$ cat src/rtl/baud_pkg.sv
// Shared definitions for the baud-rate configuration sequencer:
// rate codes, the rate table, divisor computation and FSM states.
package baud_pkg;

    localparam int unsigned BAUD_DIV_W = 32'd12;
    localparam int unsigned RATE_SEL_W = 32'd3;
    localparam int unsigned NUM_RATES  = 32'd6;

    localparam logic [RATE_SEL_W-1:0] BAUD_19200  = 3'd0;
    localparam logic [RATE_SEL_W-1:0] BAUD_38400  = 3'd1;
    localparam logic [RATE_SEL_W-1:0] BAUD_57600  = 3'd2;
    localparam logic [RATE_SEL_W-1:0] BAUD_115200 = 3'd3;
    localparam logic [RATE_SEL_W-1:0] BAUD_230400 = 3'd4;
    localparam logic [RATE_SEL_W-1:0] BAUD_460800 = 3'd5;

    localparam logic [BAUD_DIV_W-1:0] BAUD_DIV_MAX = 12'hFFF;

    // Codes 6 and 7 are reserved and carry a zero rate.
    localparam int unsigned BAUD_RATE_HZ [0:7] = '{
        32'd19200, 32'd38400, 32'd57600, 32'd115200,
        32'd230400, 32'd460800, 32'd0, 32'd0
    };

    typedef enum logic [1:0] {
        IDLE      = 2'd0,
        WAIT_IDLE = 2'd1,
        HOLD      = 2'd2,
        DONE      = 2'd3
    } baud_state_e;

    function automatic logic is_reserved(input logic [RATE_SEL_W-1:0] code);
        return (code > BAUD_460800);
    endfunction

    // round(clk_freq / rate) - 1 before saturation
    function automatic longint unsigned baud_div_raw(input int unsigned clk_freq,
                                                     input logic [RATE_SEL_W-1:0] code);
        longint unsigned rate;
        longint unsigned quot;
        rate = 64'(BAUD_RATE_HZ[code]);
        if (rate != 64'd0) begin
            quot = (64'(clk_freq) + (rate >> 1)) / rate;
        end else begin
            quot = 64'd0;
        end
        return (quot == 64'd0) ? 64'd0 : (quot - 64'd1);
    endfunction

    function automatic logic baud_div_saturates(input int unsigned clk_freq,
                                                input logic [RATE_SEL_W-1:0] code);
        return (baud_div_raw(clk_freq, code) > 64'(BAUD_DIV_MAX));
    endfunction

    function automatic logic [BAUD_DIV_W-1:0] baud_div(input int unsigned clk_freq,
                                                       input logic [RATE_SEL_W-1:0] code);
        return baud_div_saturates(clk_freq, code) ? BAUD_DIV_MAX
                                                  : BAUD_DIV_W'(baud_div_raw(clk_freq, code));
    endfunction

endpackage

$ cat src/rtl/baud_cycle_timer.sv
// Loadable down-counter with a registered zero flag; reused for the
// line-idle timeout and the generator settle hold.
module baud_cycle_timer #(
    parameter int unsigned WIDTH = 32'd8
) (
    input  logic             clk,
    input  logic             reset,
    input  logic             load,
    input  logic [WIDTH-1:0] load_value,
    input  logic             en,
    output logic             zero
);

    logic [WIDTH-1:0] count_r;
    logic [WIDTH-1:0] count_next_s;
    logic             zero_r;

    // Next count: load wins, otherwise decrement and stick at zero.
    always_comb begin
        count_next_s = count_r;
        if (load) begin
            count_next_s = load_value;
        end else if (en && (count_r != {WIDTH{1'b0}})) begin
            count_next_s = count_r - WIDTH'(1);
        end else begin
            count_next_s = count_r;
        end
    end

    // Counter and zero flag registers.
    always_ff @(posedge clk) begin
        if (reset) begin
            count_r <= {WIDTH{1'b0}};
            zero_r  <= 1'b1;
        end else begin
            count_r <= count_next_s;
            zero_r  <= (count_next_s == {WIDTH{1'b0}});
        end
    end

    assign zero = zero_r;

endmodule

$ cat src/rtl/baud_rate_controller.sv
// Rate-change sequencer for the UART baud generator: validates a request,
// waits for a gap between characters, then loads the divisor under reset.
module baud_rate_controller
    import baud_pkg::*;
#(
    parameter int unsigned CLK_FREQ       = 32'd50_000_000,
    parameter int unsigned RESET_SEL      = 32'd2,
    parameter int unsigned SETTLE_CYCLES  = 32'd4,
    parameter int unsigned TIMEOUT_CYCLES = 32'd1_000_000
) (
    input  logic                  clk,
    input  logic                  reset,
    input  logic                  req,
    input  logic [RATE_SEL_W-1:0] rate_sel,
    input  logic                  line_busy,
    output logic                  ready,
    output logic                  ack,
    output logic                  nack,
    output logic [RATE_SEL_W-1:0] cur_sel,
    output logic [BAUD_DIV_W-1:0] baud_value,
    output logic                  gen_reset
);

    localparam logic [RATE_SEL_W-1:0] RESET_CODE = RATE_SEL_W'(RESET_SEL);
    localparam logic [BAUD_DIV_W-1:0] RESET_DIV  = baud_div(CLK_FREQ, RESET_CODE);
    localparam int unsigned TMR_MAX = (TIMEOUT_CYCLES > SETTLE_CYCLES) ? TIMEOUT_CYCLES
                                                                        : SETTLE_CYCLES;
    localparam int unsigned TMR_W   = $clog2(TMR_MAX + 32'd1);
    localparam logic [TMR_W-1:0] TIMEOUT_LOAD = TMR_W'(TIMEOUT_CYCLES - 32'd1);
    localparam logic [TMR_W-1:0] SETTLE_LOAD  = TMR_W'(SETTLE_CYCLES - 32'd1);

    logic [BAUD_DIV_W-1:0] div_table_s [8];

    // Divisors are elaboration constants; a saturated entry is a configuration error.
    for (genvar g = 0; g < 8; g++) begin : g_div_table
        assign div_table_s[g] = baud_div(CLK_FREQ, RATE_SEL_W'(g));
        if ((g < NUM_RATES) && baud_div_saturates(CLK_FREQ, RATE_SEL_W'(g))) begin : g_sat
            $error("baud_rate_controller: divisor for rate code %0d saturates at 4095", g);
        end
    end

    baud_state_e           state_r;
    baud_state_e           next_state_s;
    logic [RATE_SEL_W-1:0] pend_sel_r;
    logic [RATE_SEL_W-1:0] pend_sel_next_s;
    logic                  ready_r;
    logic                  ack_r;
    logic                  nack_r;
    logic                  gen_reset_r;
    logic [RATE_SEL_W-1:0] cur_sel_r;
    logic [BAUD_DIV_W-1:0] baud_value_r;
    logic                  ack_s;
    logic                  nack_s;
    logic                  gen_reset_s;
    logic                  apply_s;
    logic                  tmr_load_s;
    logic                  tmr_en_s;
    logic                  tmr_zero_s;
    logic [TMR_W-1:0]      tmr_load_val_s;

    baud_cycle_timer #(
        .WIDTH(TMR_W)
    ) u_timer (
        .clk       (clk),
        .reset     (reset),
        .load      (tmr_load_s),
        .load_value(tmr_load_val_s),
        .en        (tmr_en_s),
        .zero      (tmr_zero_s)
    );

    // Next-state and next-output decode.
    always_comb begin
        next_state_s    = state_r;
        pend_sel_next_s = pend_sel_r;
        ack_s           = 1'b0;
        nack_s          = 1'b0;
        gen_reset_s     = 1'b1;
        apply_s         = 1'b0;
        tmr_load_s      = 1'b0;
        tmr_load_val_s  = TIMEOUT_LOAD;
        tmr_en_s        = 1'b0;
        case (state_r)
            IDLE: begin
                if (req) begin
                    if (is_reserved(rate_sel)) begin
                        nack_s = 1'b1;
                    end else if (rate_sel == cur_sel_r) begin
                        ack_s = 1'b1;
                    end else begin
                        pend_sel_next_s = rate_sel;
                        tmr_load_s      = 1'b1;
                        tmr_load_val_s  = TIMEOUT_LOAD;
                        next_state_s    = WAIT_IDLE;
                    end
                end else begin
                    next_state_s = IDLE;
                end
            end
            WAIT_IDLE: begin
                // A quiet line on the final timeout cycle still wins over the abort.
                if (!line_busy) begin
                    apply_s        = 1'b1;
                    gen_reset_s    = 1'b0;
                    tmr_load_s     = 1'b1;
                    tmr_load_val_s = SETTLE_LOAD;
                    next_state_s   = HOLD;
                end else if (tmr_zero_s) begin
                    nack_s       = 1'b1;
                    next_state_s = IDLE;
                end else begin
                    tmr_en_s = 1'b1;
                end
            end
            HOLD: begin
                if (tmr_zero_s) begin
                    ack_s        = 1'b1;
                    next_state_s = DONE;
                end else begin
                    gen_reset_s = 1'b0;
                    tmr_en_s    = 1'b1;
                end
            end
            DONE: begin
                next_state_s = IDLE;
            end
            default: begin
                next_state_s = IDLE;
            end
        endcase
    end

    // FSM state and pending rate code.
    always_ff @(posedge clk) begin
        if (reset) begin
            state_r    <= IDLE;
            pend_sel_r <= RESET_CODE;
        end else begin
            state_r    <= next_state_s;
            pend_sel_r <= pend_sel_next_s;
        end
    end

    // Registered outputs and applied configuration.
    always_ff @(posedge clk) begin
        if (reset) begin
            ready_r      <= 1'b1;
            ack_r        <= 1'b0;
            nack_r       <= 1'b0;
            gen_reset_r  <= 1'b0;
            cur_sel_r    <= RESET_CODE;
            baud_value_r <= RESET_DIV;
        end else begin
            ready_r     <= (next_state_s == IDLE);
            ack_r       <= ack_s;
            nack_r      <= nack_s;
            gen_reset_r <= gen_reset_s;
            if (apply_s) begin
                cur_sel_r    <= pend_sel_r;
                baud_value_r <= div_table_s[pend_sel_r];
            end else begin
                cur_sel_r    <= cur_sel_r;
                baud_value_r <= baud_value_r;
            end
        end
    end

    assign ready      = ready_r;
    assign ack        = ack_r;
    assign nack       = nack_r;
    assign gen_reset  = gen_reset_r;
    assign cur_sel    = cur_sel_r;
    assign baud_value = baud_value_r;

endmodule

$ cat config.mk
export PLATFORM = sky130hd
export DESIGN_NAME = baud_rate_controller
export DESIGN_NICKNAME = d
export VERILOG_FILES = /design/src/rtl/baud_pkg.sv /design/src/rtl/baud_cycle_timer.sv /design/src/rtl/baud_rate_controller.sv
export SDC_FILE = /design/constraint.sdc
export NUM_CORES = 1
export LEC_CHECK = 0
export CORE_MARGIN = 8
export CORE_UTILIZATION = 30
export CTS_BUF_LIST = sky130_fd_sc_hd__clkbuf_4 sky130_fd_sc_hd__clkbuf_8
export CTS_CLUSTER_DIAMETER = 150
export DETAILED_ROUTE_END_ITERATION = 8
export GPL_ROUTABILITY_DRIVEN = 0
export HOLD_SLACK_MARGIN = 0.05
export SYNTH_ARGS = -nofsm -noshare
export SYNTH_HDL_FRONTEND = slang
export SYNTH_HIERARCHICAL = 1
export SYNTH_SLANG_ARGS = --single-unit
$ cat constraint.sdc
create_clock -name clk -period 6.8 [get_ports clk]
set_input_delay 1.36 -clock clk [delete_from_list [all_inputs] [get_ports clk]]
set_output_delay 1.36 -clock clk [all_outputs]
set_load 0.005 [all_outputs]
# Word level (Yosys, flattened, before mapping)
# Memories as Yosys holds them, arrays and structs flattened. A register that Yosys moved wholly into a read port is not among the register bits.
# Cells that the tools add are included.
[totals]
ff_bits = 33
mem_bits_ro = 96
in_bits = 7
n_memories = 1
[memory_table]
columns = ["memory", "depth", "word_bits", "rd", "rd_clocked_by_memory_dff", "write_ports", "line", "source"]
rows = [
  ["(name not given)", 8, 12, 1, 1, 0, "baud_rate_controller.sv:160", "baud_value_r <= div_table_s[pend_sel_r];"],
]
[op_classes]
addsub = 1
magnitude_cmp = 1
n_eq_ne = 4
n_mux = 31
bitwise = 3
reduce_logical = 6
[op_table]
columns = ["operator", "n"]
rows = [
  ["two-way mux 20 bit", 4],
  ["zero test 20 bit", 1],
  ["nonzero test 20 bit", 1],
  ["subtractor 20 x 1 -> 20 bit, second input constant", 1],
  ["two-way mux 1 bit", 15],
  ["two-way mux 2 bit", 6],
  ["case mux 1 bit (2 select lines)", 5],
  ["case mux 2 bit (4 select lines)", 1],
  ["== test 2 bit, second input constant", 2],
  ["zero test 2 bit", 2],
  ["inverter 3 -> 4 bit", 1],
  ["AND reduction 4 bit", 1],
  ["== test 3 bit", 1],
  ["> comparator 3 bit, second input constant", 1],
  ["== test 2 x 1 -> 1 bit, second input constant", 1],
  ["inverter 1 bit", 2],
  ["logical AND 1 bit", 1],
]

# Logic depth before layout (Yosys ltp)
# Gate-level depths: netlist (run 1).
[logic_depth]
word_depth = 7
ltp_mapped = 16
ltp_nobuf = 12

# By module
# The synthesis (run 1) kept the hierarchy.
[modules_own_cells]
columns = ["mod", "instances", "cells_per_inst", "area_per_inst_um2"]
rows = [
  ["baud_cycle_timer", 1, 173, 1383.8],
  ["baud_rate_controller", 1, 124, 1074.8],
]

# Worst setup path after synthesis (run 1)
# No wires, ideal clock.
[synth_timing]
path_kind = "input -> register"
startpoint = "input port line_busy"
endpoint = "register u_timer.zero_r (netlist: u_timer/zero)"
setup_time_ps = 84
t_arrival_ps = 3798
required_ps = 6716
setup_slack_ps = 2918
path_stages = 10
path_buffers = 1
path_cell_list = "a21oi_1 nor3b_1 or4b_4 or2_1 buf_2 o211a_1 a221oi_1 nand4_1 or4b_1 o31ai_2"
[synth_between]
elab_chain_cells = 6
[synth_rtl]
columns = ["item", "line", "source"]
rows = [
  ["start, declared", "baud_rate_controller.sv:15", "input logic line_busy,"],
  ["two-way mux 1 bit", "baud_rate_controller.sv:102", "if (!line_busy) begin"],
  ["case mux 1 bit (2 select lines)", "baud_rate_controller.sv:83", "case (state_r)"],
  ["named net tmr_en_s", "baud_rate_controller.sv:57", "logic tmr_en_s;"],
  ["logical AND 1 bit", "baud_cycle_timer.sv:23", "end else if (en && (count_r != {WIDTH{1'b0}})) begin"],
  ["two-way mux 20 bit", "baud_cycle_timer.sv:23", ""],
  ["two-way mux 20 bit", "baud_cycle_timer.sv:21", "if (load) begin"],
  ["zero test 20 bit", "baud_cycle_timer.sv:37", "zero_r <= (count_next_s == {WIDTH{1'b0}});"],
  ["end signal, assigned", "baud_cycle_timer.sv:37", ""],
  ["end, declared", "baud_cycle_timer.sv:16", "logic zero_r;"],
]
# The timed path passes the listed nets, and every way through them passes these cells.
# A chain may end at the register's enable or synchronous reset.

# Worst setup path in the final report (run 1)
[layout_timing]
startpoint = "input port line_busy"
endpoint = "register u_timer.zero_r (netlist: u_timer/zero)"
[layout_lines]
columns = ["item", "line", "source"]
rows = [
  ["two-way mux 1 bit", "baud_rate_controller.sv:102", ""],
  ["case mux 1 bit (2 select lines)", "baud_rate_controller.sv:83", ""],
  ["named net tmr_load_s", "baud_rate_controller.sv:56", "logic tmr_load_s;"],
  ["two-way mux 20 bit", "baud_cycle_timer.sv:21", ""],
  ["zero test 20 bit", "baud_cycle_timer.sv:37", ""],
]
# The timed path passes the listed nets, and every way through them passes these cells.

==> qor.csv, run 1 <==
metric,value,unit
diode count,0,
Core Region,0.008093,mm²
CTS tree,built,
arrival time worst endpoint,5.02,ns
root buf cell,clkbuf_8,
antenna violations before repair,0,
DR WL/cell,14.17,µm
Area Overhead vs Synth,19.44,%
Final Critical Period,4.800,ns
vias post-DR,2201,
Post-CTS Hold Fix Bufs,0,
Final Max Tran Viols,0,
"count leader, synth",dfxtp_1,
crit path launch type,input port,
area of the multi-input gates,0.001496,mm²
Post-synth top cells,"dfxtp_1, nor2_1, nand2_1",
post-synth top area cell,dfxtp_1,
CP Capture Type,flop,
P_sw,0.0002006,W
Post-Place Worst Slack,1.706,ns
GRT met1 Usage,14.16,%
P_leak,1.095,nW
Post-synth EDFFs,0,
share of the synthesized area in the top cell type,35.83,%
top_reg_cell synth,dfxtp_1,
DRT Pass-1 Iters,4,
final setup margin,2.000,ns
"Hold Vio Cnt, Final",0,
"Critical Path, Cell by Cell",clkdlybuf4s50_1 -> nor2b_1 -> inv_1 -> nand2_1 -> buf_4 -> inv_1 -> nand2_1 -> o221ai_1 -> a41oi_1 -> o211ai_1 -> or4b_1 -> o31ai_2,
critical path data required time,7.01,ns
final design utilization,36.29,%
RSZ-0062 raised after global routing,false,
sw frac,30.55,%
combinational share of power,21.8,%
Max Fclk,0.2083,GHz
worst stage delay on the critical path,0.54,ns
largest net degree at the start of global routing,40,
Setup Skew,0.008655,ns
YS warnings,6,
Post-Synthesis Cell Area,0.002459,mm²
met3 usage,2.783,%
drt drc,0,
Register Area,880.8,µm²
post-route ant nets,0,
Post-CTS Setup Inserts,0,
Crit Path Class,in2reg,
Inserted Clock Buffers,5,
cells after synthesis,297,
Worst-Skew Late Latency,0.30,ns
RR Startpoint,state_r[1],
worst min-delay path category,reg2reg,
H-tree levels,2,
final wirelength,6.080,mm
"top cells by area, synth","dfxtp_1, nor2_1, nand2_1",
WHS Endpoint,baud_value[2],
layout filler cell count,868,
# resized after CTS,0,
Via density,5.131,
Congestion Overflow GR,0,
register area share after synthesis,35.83,%
syn_area_per_cell,8.278,µm²
global-route wire length before repair,10.16,mm
Reg2Reg Capture Point,u_timer/zero,
Pwr Density,223.6,mW/mm²
Seq pwr share,45.3,%
max cap viols,0,
DPL Wire Length,4.260,mm
crit path max-delay cell type,inv_1,
Final setup viols,0,
hold_sp,baud_value[2],
total track usage,10.80,%
number of global-route vias before repair,2101,
"FF+latch count, synth",44,
Cell Rows,33,
I/O Buffers,25,
met2 GRT Util,16.76,%
setup TNS,0,ns
CP Max Fanout,38,
cells on worst reg2reg path,13,
Clock transition at path regs,0.08,ns
synth unique cells,60,
actual slew at the worst max-slew pin,0.8971,ns
Ports,26,
clk buf depth,2,
"FFs w/ async S/R, synth",0,%
Die Y-Extent,106.5,µm
status,finished clean,
layout cells sized above 1,6.481,%
maximum VDD drop,0.00008352,V
Power Total,0.0006567,W
final period utilization,70.59,%
Die Area,0.01135,mm²
Chip Width,106.5,µm
Top Usage Layer GRT,met2,
TritonCTS Sinks,44,
number of cells on the worst hold path,2,
Initial Util,30.38,%
clock share of power,33.0,%
nets@finish,335,
Internal,0.0004561,W
slew margin rel.,40.13,%
Initial DRC Count,117,
Reg2Reg Setup Slack,2.86,ns
==> cells in the final DEF, fill, tap and decap left out, drive strengths merged, types with 4 or more instances in the layout <==
| cell | synthesis | final |
|---|---|---|
| a221oi | 4 | 4 |
| o21ai | 9 | 9 |
| nand2b | 4 | 4 |
| conb | 2 | 11 |
| mux2i | 6 | 6 |
| or3 | 5 | 5 |
| o31ai | 4 | 4 |
| xnor2 | 6 | 6 |
| nor3 | 11 | 11 |
| o211ai | 4 | 4 |
| dfxtp | 44 | 44 |
| a211oi | 4 | 4 |
| a21oi | 15 | 15 |
| clkbuf | 9 | 6 |
| clkdlybuf4s50 | 0 | 25 |
| nor2b | 4 | 4 |
| nand3 | 7 | 7 |
| nand2 | 32 | 32 |
| inv | 11 | 11 |
| ha | 5 | 5 |
| a211o | 4 | 4 |
| xor2 | 5 | 5 |
| and2 | 6 | 6 |
| a31oi | 5 | 5 |
| nor2 | 33 | 33 |
| nand4 | 6 | 6 |
| nor4 | 8 | 8 |
==> logic make-up after synthesis <==
kind of cell | after synthesis | synth area share (%)
multiplexers | 7 | 2.901
AO/OA/AOI/OAI | 70 | 22.19
AND/OR/NAND/NOR | 130 | 27.63
other | 2 | 0.3055
adder cells (fa/ha/maj) | 5 | 2.545
buffers and inverters | 28 | 4.682
XOR/XNOR | 11 | 3.918
flip-flops | 44 | 35.83
==> layer usage <==
metal,part of all wire (%),wire length [µm]
met2,44,2679
met5,0,0
met1,49,2955
met3,6.0,363
met4,1.3,81
==> worst max-delay path, delay by kind of cell <==
kind,cells,cell delay [ns]
AOI/OAI and AO/OA,4,0.71
and+or+nand+nor,4,1.29
buffers and inverters,4,1.65
==> cell type report <==
type                       count  share of cell area [%]
multi-input combinational    234                   50.96
sequential                    44                   30.00
timing repair buffer          27                   9.033
tap                          105                   4.474
clock buffer                   6                   2.812
inverter                      11                   1.406
clock inverter                 2                   1.321
==> flip-flops by register name (all words and copies together) (netlist names) <==
signal           count
ready                1
ack                  1
state_r              2
u_timer/zero         1
nack                 1
pend_sel_r           3
cur_sel              3
baud_value          11
gen_reset            1
u_timer/count_r     20
==> power by group through the flow <==
| stage | sequential, W | combinational, W | clock (W) |
|---|---|---|---|
| finish | 0.000297 | 0.000143 | 0.000216 |
| detailed placement | 0.000303 | 0.000141 | 0 |
| floorplan | 0.000296 | 0.000107 | 0 |
| global route | 0.000300 | 0.000160 | 0.000234 |
| global placement | 0.000303 | 0.000140 | 0 |
| CTS | 0.000297 | 0.000142 | 0.000223 |
==> worst max-delay path by stage <==
| stage | start | to |
|---|---|---|
| 6_report | line_busy | u_timer/zero |
| 3_5_place_dp | line_busy | u_timer/zero |
| 2_1_floorplan | line_busy | u_timer/zero |
| 5_1_grt | line_busy | u_timer/zero |
| 3_3_place_gp | line_busy | u_timer/zero |
| 4_1_cts | line_busy | u_timer/zero |
==> stage by stage <==
stage	cells	hold WS [ns]	instance area, µm²
6_report	429	0.4675	2937
5_1_grt	429	0.4839	2937
4_1_cts	429	0.4687	2937
3_5_place_dp	421	0.4561	2815
3_3_place_gp	421	0.4478	2815
2_1_floorplan	306	0.4527	2492
(Power assumes the default switching activity.)
==> run 2: changes to the inputs <==
==> constraint.sdc (replaced) <==
create_clock -name clk -period 4.75 [get_ports clk]
set_input_delay 0.95 -clock clk [delete_from_list [all_inputs] [get_ports clk]]
set_output_delay 0.95 -clock clk [all_outputs]
set_load 0.005 [all_outputs]
==> qor.csv, run 2 (synthesized netlist as in run 1, its figures left out) <==
metric,value,unit
P_leak,1.109,nW
TritonCTS Sinks,44,
"Most flops, register",u_timer/count_r,
Congestion Overflow GR,0,
WHS Endpoint,baud_value[2],
Die Area,0.01135,mm²
Chip Width,106.5,µm
Clock transition at path regs,0.09,ns
nets@finish,338,
final period utilization,86.08,%
final wirelength,6.133,mm
DR WL/cell,14.20,µm
Post-CTS Setup Inserts,0,
worst stage delay on the critical path,0.55,ns
setup TNS,0,ns
# resized after CTS,0,
Pwr Density,319.2,mW/mm²
antenna violations before repair,0,
Area Overhead vs Synth,20.36,%
Max Fclk,0.2446,GHz
max cap viols,0,
Worst-Skew Late Latency,0.31,ns
Hold WS,0.4620,ns
Inserted Clock Buffers,5,
vias post-DR,2206,
Crit Path Class,in2reg,
total track usage,11.19,%
hold_sp,baud_value[2],
"commonest non-fill, non-tap cell in the layout",dfxtp_1,
"non-filler cells, final",432,
largest net degree at the start of global routing,31,
Largest register FFs,20,
arrival time worst endpoint,4.31,ns
clk buf depth,2,
crit path max-delay cell type,clkdlybuf4s50_1,
Via density,5.106,
Initial DRC Count,137,
cells on worst reg2reg path,11,
Final Critical Period,4.089,ns
Post-CTS Hold Fix Bufs,0,
CP Max Fanout,6,
global-route wire length before repair,10.41,mm
Reg2Reg Capture Point,u_timer/zero,
slew margin rel.,52.49,%
Die Y-Extent,106.5,µm
number of cells on the worst hold path,2,
CTS tree,built,
RR Startpoint,state_r[1],
crit path launch type,input port,
worst min-delay path category,reg2reg,
Cell Rows,33,
critical path data required time,4.98,ns
Reg2Reg Setup Slack,1.17,ns
Placed Cells,424,
"commonest non-fill, non-tap cells in the layout","dfxtp_1, nor2_1, nand2_1",
RSZ-0062 raised after global routing,false,
root buf cell,clkbuf_8,
Initial Util,30.38,%
Final setup viols,0,
DPL Wire Length,4.333,mm
H-tree levels,2,
diode count,0,
Final Max Tran Viols,0,
layout cells sized above 1,7.339,%
maximum VDD drop,0.0001413,V
Setup Skew,0.01072,ns
drt drc,0,
status,finished clean,
post-route ant nets,0,
number of global-route vias before repair,2105,
Ports,26,
"Hold Vio Cnt, Final",0,
Core Region,0.008093,mm²
actual slew at the worst max-slew pin,0.7027,ns
I/O Buffers,25,
CP Capture Type,flop,
"Critical Path, Cell by Cell",clkdlybuf4s50_1 -> a21oi_1 -> nor3b_1 -> or4b_4 -> nor2_1 -> o211ai_2 -> xnor2_1 -> mux2_2 -> or4b_1 -> o31ai_2,
DRT Pass-1 Iters,4,
-- run 2: worst max-delay path: cells and delay by family --
family          cells  cell delay, ns
compound gates      3            0.51
xor+xnor            1            0.15
buf+inv             1            0.55
mux                 1            0.27
simple gates        4            1.87
-- run 2: cell type report --
class | count | area [µm²]
clock buffer | 6 | 82.58
clock inverter | 2 | 38.79
fill | 891 | 5134
timing repair buffer | 30 | 287.8
tap | 105 | 131.4
sequential | 44 | 880.8
multi-input combinational | 234 | 1496
inverter | 11 | 41.29
-- run 2: metrics by stage --
step	utilization (%)	cell area, µm²	setup WS (ns)	total power (W)
5_1_grt	36.56	2959	0.4576	0.001002
3_5_place_dp	35.06	2838	0.3866	0.0006396
3_3_place_gp	35.06	2838	0.4863	0.0006382
4_1_cts	36.56	2959	0.7354	0.0009551
6_report	36.56	2959	0.6613	0.0009445
2_1_floorplan	-	2492	1.278	0.0005770
-- run 2: worst max-delay path by stage --
| stage | start | endpoint | slack [ns] | depth (start not counted) |
|---|---|---|---|---|
| finish | line_busy | u_timer/zero | 0.66 | 10 |
| global route | line_busy | u_timer/zero | 0.46 | 10 |
| CTS | line_busy | u_timer/zero | 0.74 | 10 |
| detailed placement | line_busy | u_timer/zero | 0.39 | 10 |
| global placement | line_busy | u_timer/zero | 0.49 | 10 |
| floorplan | line_busy | u_timer/zero | 1.28 | 10 |
-- run 2: metal layers --
metal	global-route usage, %	wire length [µm]	part of all wire, %	vias up
li1	-	-	-	1121
met1	14.09	2906	47	1018
met2	17.74	2781	45	55
met3	2.722	311	5.1	12
met4	4.925	133	2.2	0
met5	0	0	0	-
-- run 2: where the power goes --
part	total (W)	internal, W	switching (W)
registers	0.000425	0.000395	0.0000305
logic	0.000209	0.0000882	0.000121
clock network	0.000311	0.000172	0.000139
total	0.000945	0.000655	0.000290
==> run 3: changes to the inputs <==
--- a/config.mk
+++ b/config.mk
@@ -6,12 +6,13 @@
 export NUM_CORES = 1
 export LEC_CHECK = 0
 export CORE_MARGIN = 8
-export CORE_UTILIZATION = 30
+export CORE_UTILIZATION = 58
 export CTS_BUF_LIST = sky130_fd_sc_hd__clkbuf_4 sky130_fd_sc_hd__clkbuf_8
 export CTS_CLUSTER_DIAMETER = 150
 export DETAILED_ROUTE_END_ITERATION = 8
 export GPL_ROUTABILITY_DRIVEN = 0
 export HOLD_SLACK_MARGIN = 0.05
+export PLACE_DENSITY = 0.81
 export SYNTH_ARGS = -nofsm -noshare
 export SYNTH_HDL_FRONTEND = slang
 export SYNTH_HIERARCHICAL = 1
==> qor.csv, run 3 (synthesized netlist as in run 1, its figures left out) <==
metric,value,unit
Final Max Tran Viols,0,
Cell Rows,23,
DR WL/cell,15.29,µm
Post-CTS Setup Inserts,0,
"non-filler cells, final",378,
global-route wire length before repair,9.798,mm
Initial Util,61.02,%
largest net degree at the start of global routing,40,
RSZ-0062 raised after global routing,false,
Final setup viols,0,
crit path launch type,input port,
antenna violations before repair,0,
critical path data required time,4.97,ns
sw frac,30.19,%
actual slew at the worst max-slew pin,0.5555,ns
Post-CTS Hold Fix Bufs,0,
H-tree levels,2,
"Critical Path, Cell by Cell",clkdlybuf4s50_1 -> a21oi_1 -> nor3b_1 -> or4b_4 -> nor2_1 -> o211ai_2 -> xnor2_1 -> mux2_2 -> or4b_1 -> o31ai_2,
Largest register FFs,20,
Inserted Clock Buffers,5,
total track usage,18.64,%
Die Y-Extent,81.11,µm
Ports,26,
Pwr Density,320.4,mW/mm²
Hold WS,0.4665,ns
vias post-DR,2284,
CP Capture Type,flop,
layout cells sized above 1,7.622,%
Chip Width,81.11,µm
final wirelength,5.781,mm
Max Used Layer,met4,
worst min-delay path category,reg2reg,
Die Area,0.006578,mm²
Crit Path Class,in2reg,
"commonest non-fill, non-tap cells in the layout","dfxtp_1, nor2_1, nand2_1",
DPL Wire Length,4.056,mm
worst stage delay on the critical path,0.55,ns
"commonest non-fill, non-tap cell in the layout",dfxtp_1,
Core Region,0.004029,mm²
P_leak,1.112,nW
combinational share of power,22.5,%
crit path max-delay cell type,clkdlybuf4s50_1,
Initial DRC Count,195,
Max Fclk,0.2502,GHz
CP Buf/Inv Count,1,
"Most flops, register",u_timer/count_r,
"Hold Vio Cnt, Final",0,
Setup Skew,0.01191,ns
final period utilization,84.13,%
TritonCTS Sinks,44,
Congestion Overflow GR,0,
Final Critical Period,3.996,ns
Via density,6.042,
"delay-heaviest family, CP",simple AND/OR/NAND/NOR gates,
CP Max Fanout,6,
drt drc,0,
setup TNS,0,ns
max cap viols,0,
number of global-route vias before repair,2015,
met2 wire len,2.594,mm
Register Area,880.8,µm²
post-route ant nets,0,
Power Total,0.0009251,W
clk buf depth,2,
# resized after CTS,0,
Internal,0.0006458,W
Seq pwr share,46.1,%
CTS tree,built,
I/O Buffers,25,
diode count,0,
root buf cell,clkbuf_8,
nets@finish,339,
Worst-Skew Late Latency,0.30,ns
met3 wire len,430,µm
status,finished clean,
clock share of power,31.4,%
P_sw,0.0002793,W
maximum VDD drop,0.0001743,V
arrival time worst endpoint,4.22,ns
area of the multi-input gates,0.001496,mm²
DRT Pass-1 Iters,4,
wire length on met1,2.664,mm
Area Overhead vs Synth,17.46,%
Clock transition at path regs,0.08,ns
layout filler cell count,355,
Placed Cells,370,
slew margin rel.,62.66,%
==> run 3: final cells by class <==
type | count | share of cell area, %
clock buffer | 6 | 2.643
tap | 50 | 2.166
inverter | 11 | 1.430
sequential | 44 | 30.50
timing repair buffer | 31 | 10.23
clock inverter | 2 | 1.213
multi-input combinational | 234 | 51.82
==> run 3: worst reg2reg max path, stage by stage (launching register included) <==
cell and delay (ns):
dfxtp_1 0.34, inv_1 0.10, ha_1 0.23, a21oi_1 0.11, nor3b_1 0.37, or4b_4 0.53
nor2_1 0.39, o211ai_2 0.16, xnor2_1 0.15, mux2_2 0.27, or4b_1 0.53, o31ai_2 0.22
==> run 3: stage by stage <==
stage          instance area (µm²)  util [%]  worst slack, ns
2_1_floorplan                 2492         -            1.278
3_3_place_gp                  2776     68.91           0.5718
3_5_place_dp                  2776     68.91           0.4510
4_1_cts                       2888     71.68           0.7918
5_1_grt                       2888     71.68           0.5895
6_report                      2888     71.68           0.7537
==> run 3: power groups by stage <==
| stage | Combinational, W | Clock (W) | Sequential (W) |
|---|---|---|---|
| floorplan | 0.000153 | 0 | 0.000424 |
| finish | 0.000209 | 0.000290 | 0.000426 |
| global route | 0.000230 | 0.000312 | 0.000430 |
| global placement | 0.000201 | 0 | 0.000432 |
| detailed placement | 0.000204 | 0 | 0.000433 |
| CTS | 0.000206 | 0.000296 | 0.000425 |
==> run 3: final timing paths <==
check                        to  cells after the start  slack, ns           from
setup reg to reg   u_timer/zero                     11       1.28     state_r[1]
hold reg to reg   baud_value[2]                      2       0.47  baud_value[2]
hold / removal    baud_value[2]                      2       0.47  baud_value[2]
setup / recovery   u_timer/zero                     10       0.75      line_busy
==> run 3: metal layers <==
layer / GRT usage, % / vias to the layer above
met4: 6.607 / 0
met3: 4.746 / 9
met2: 27.67 / 84
met5: 0 / -
met1: 25.47 / 1067
li1: - / 1124
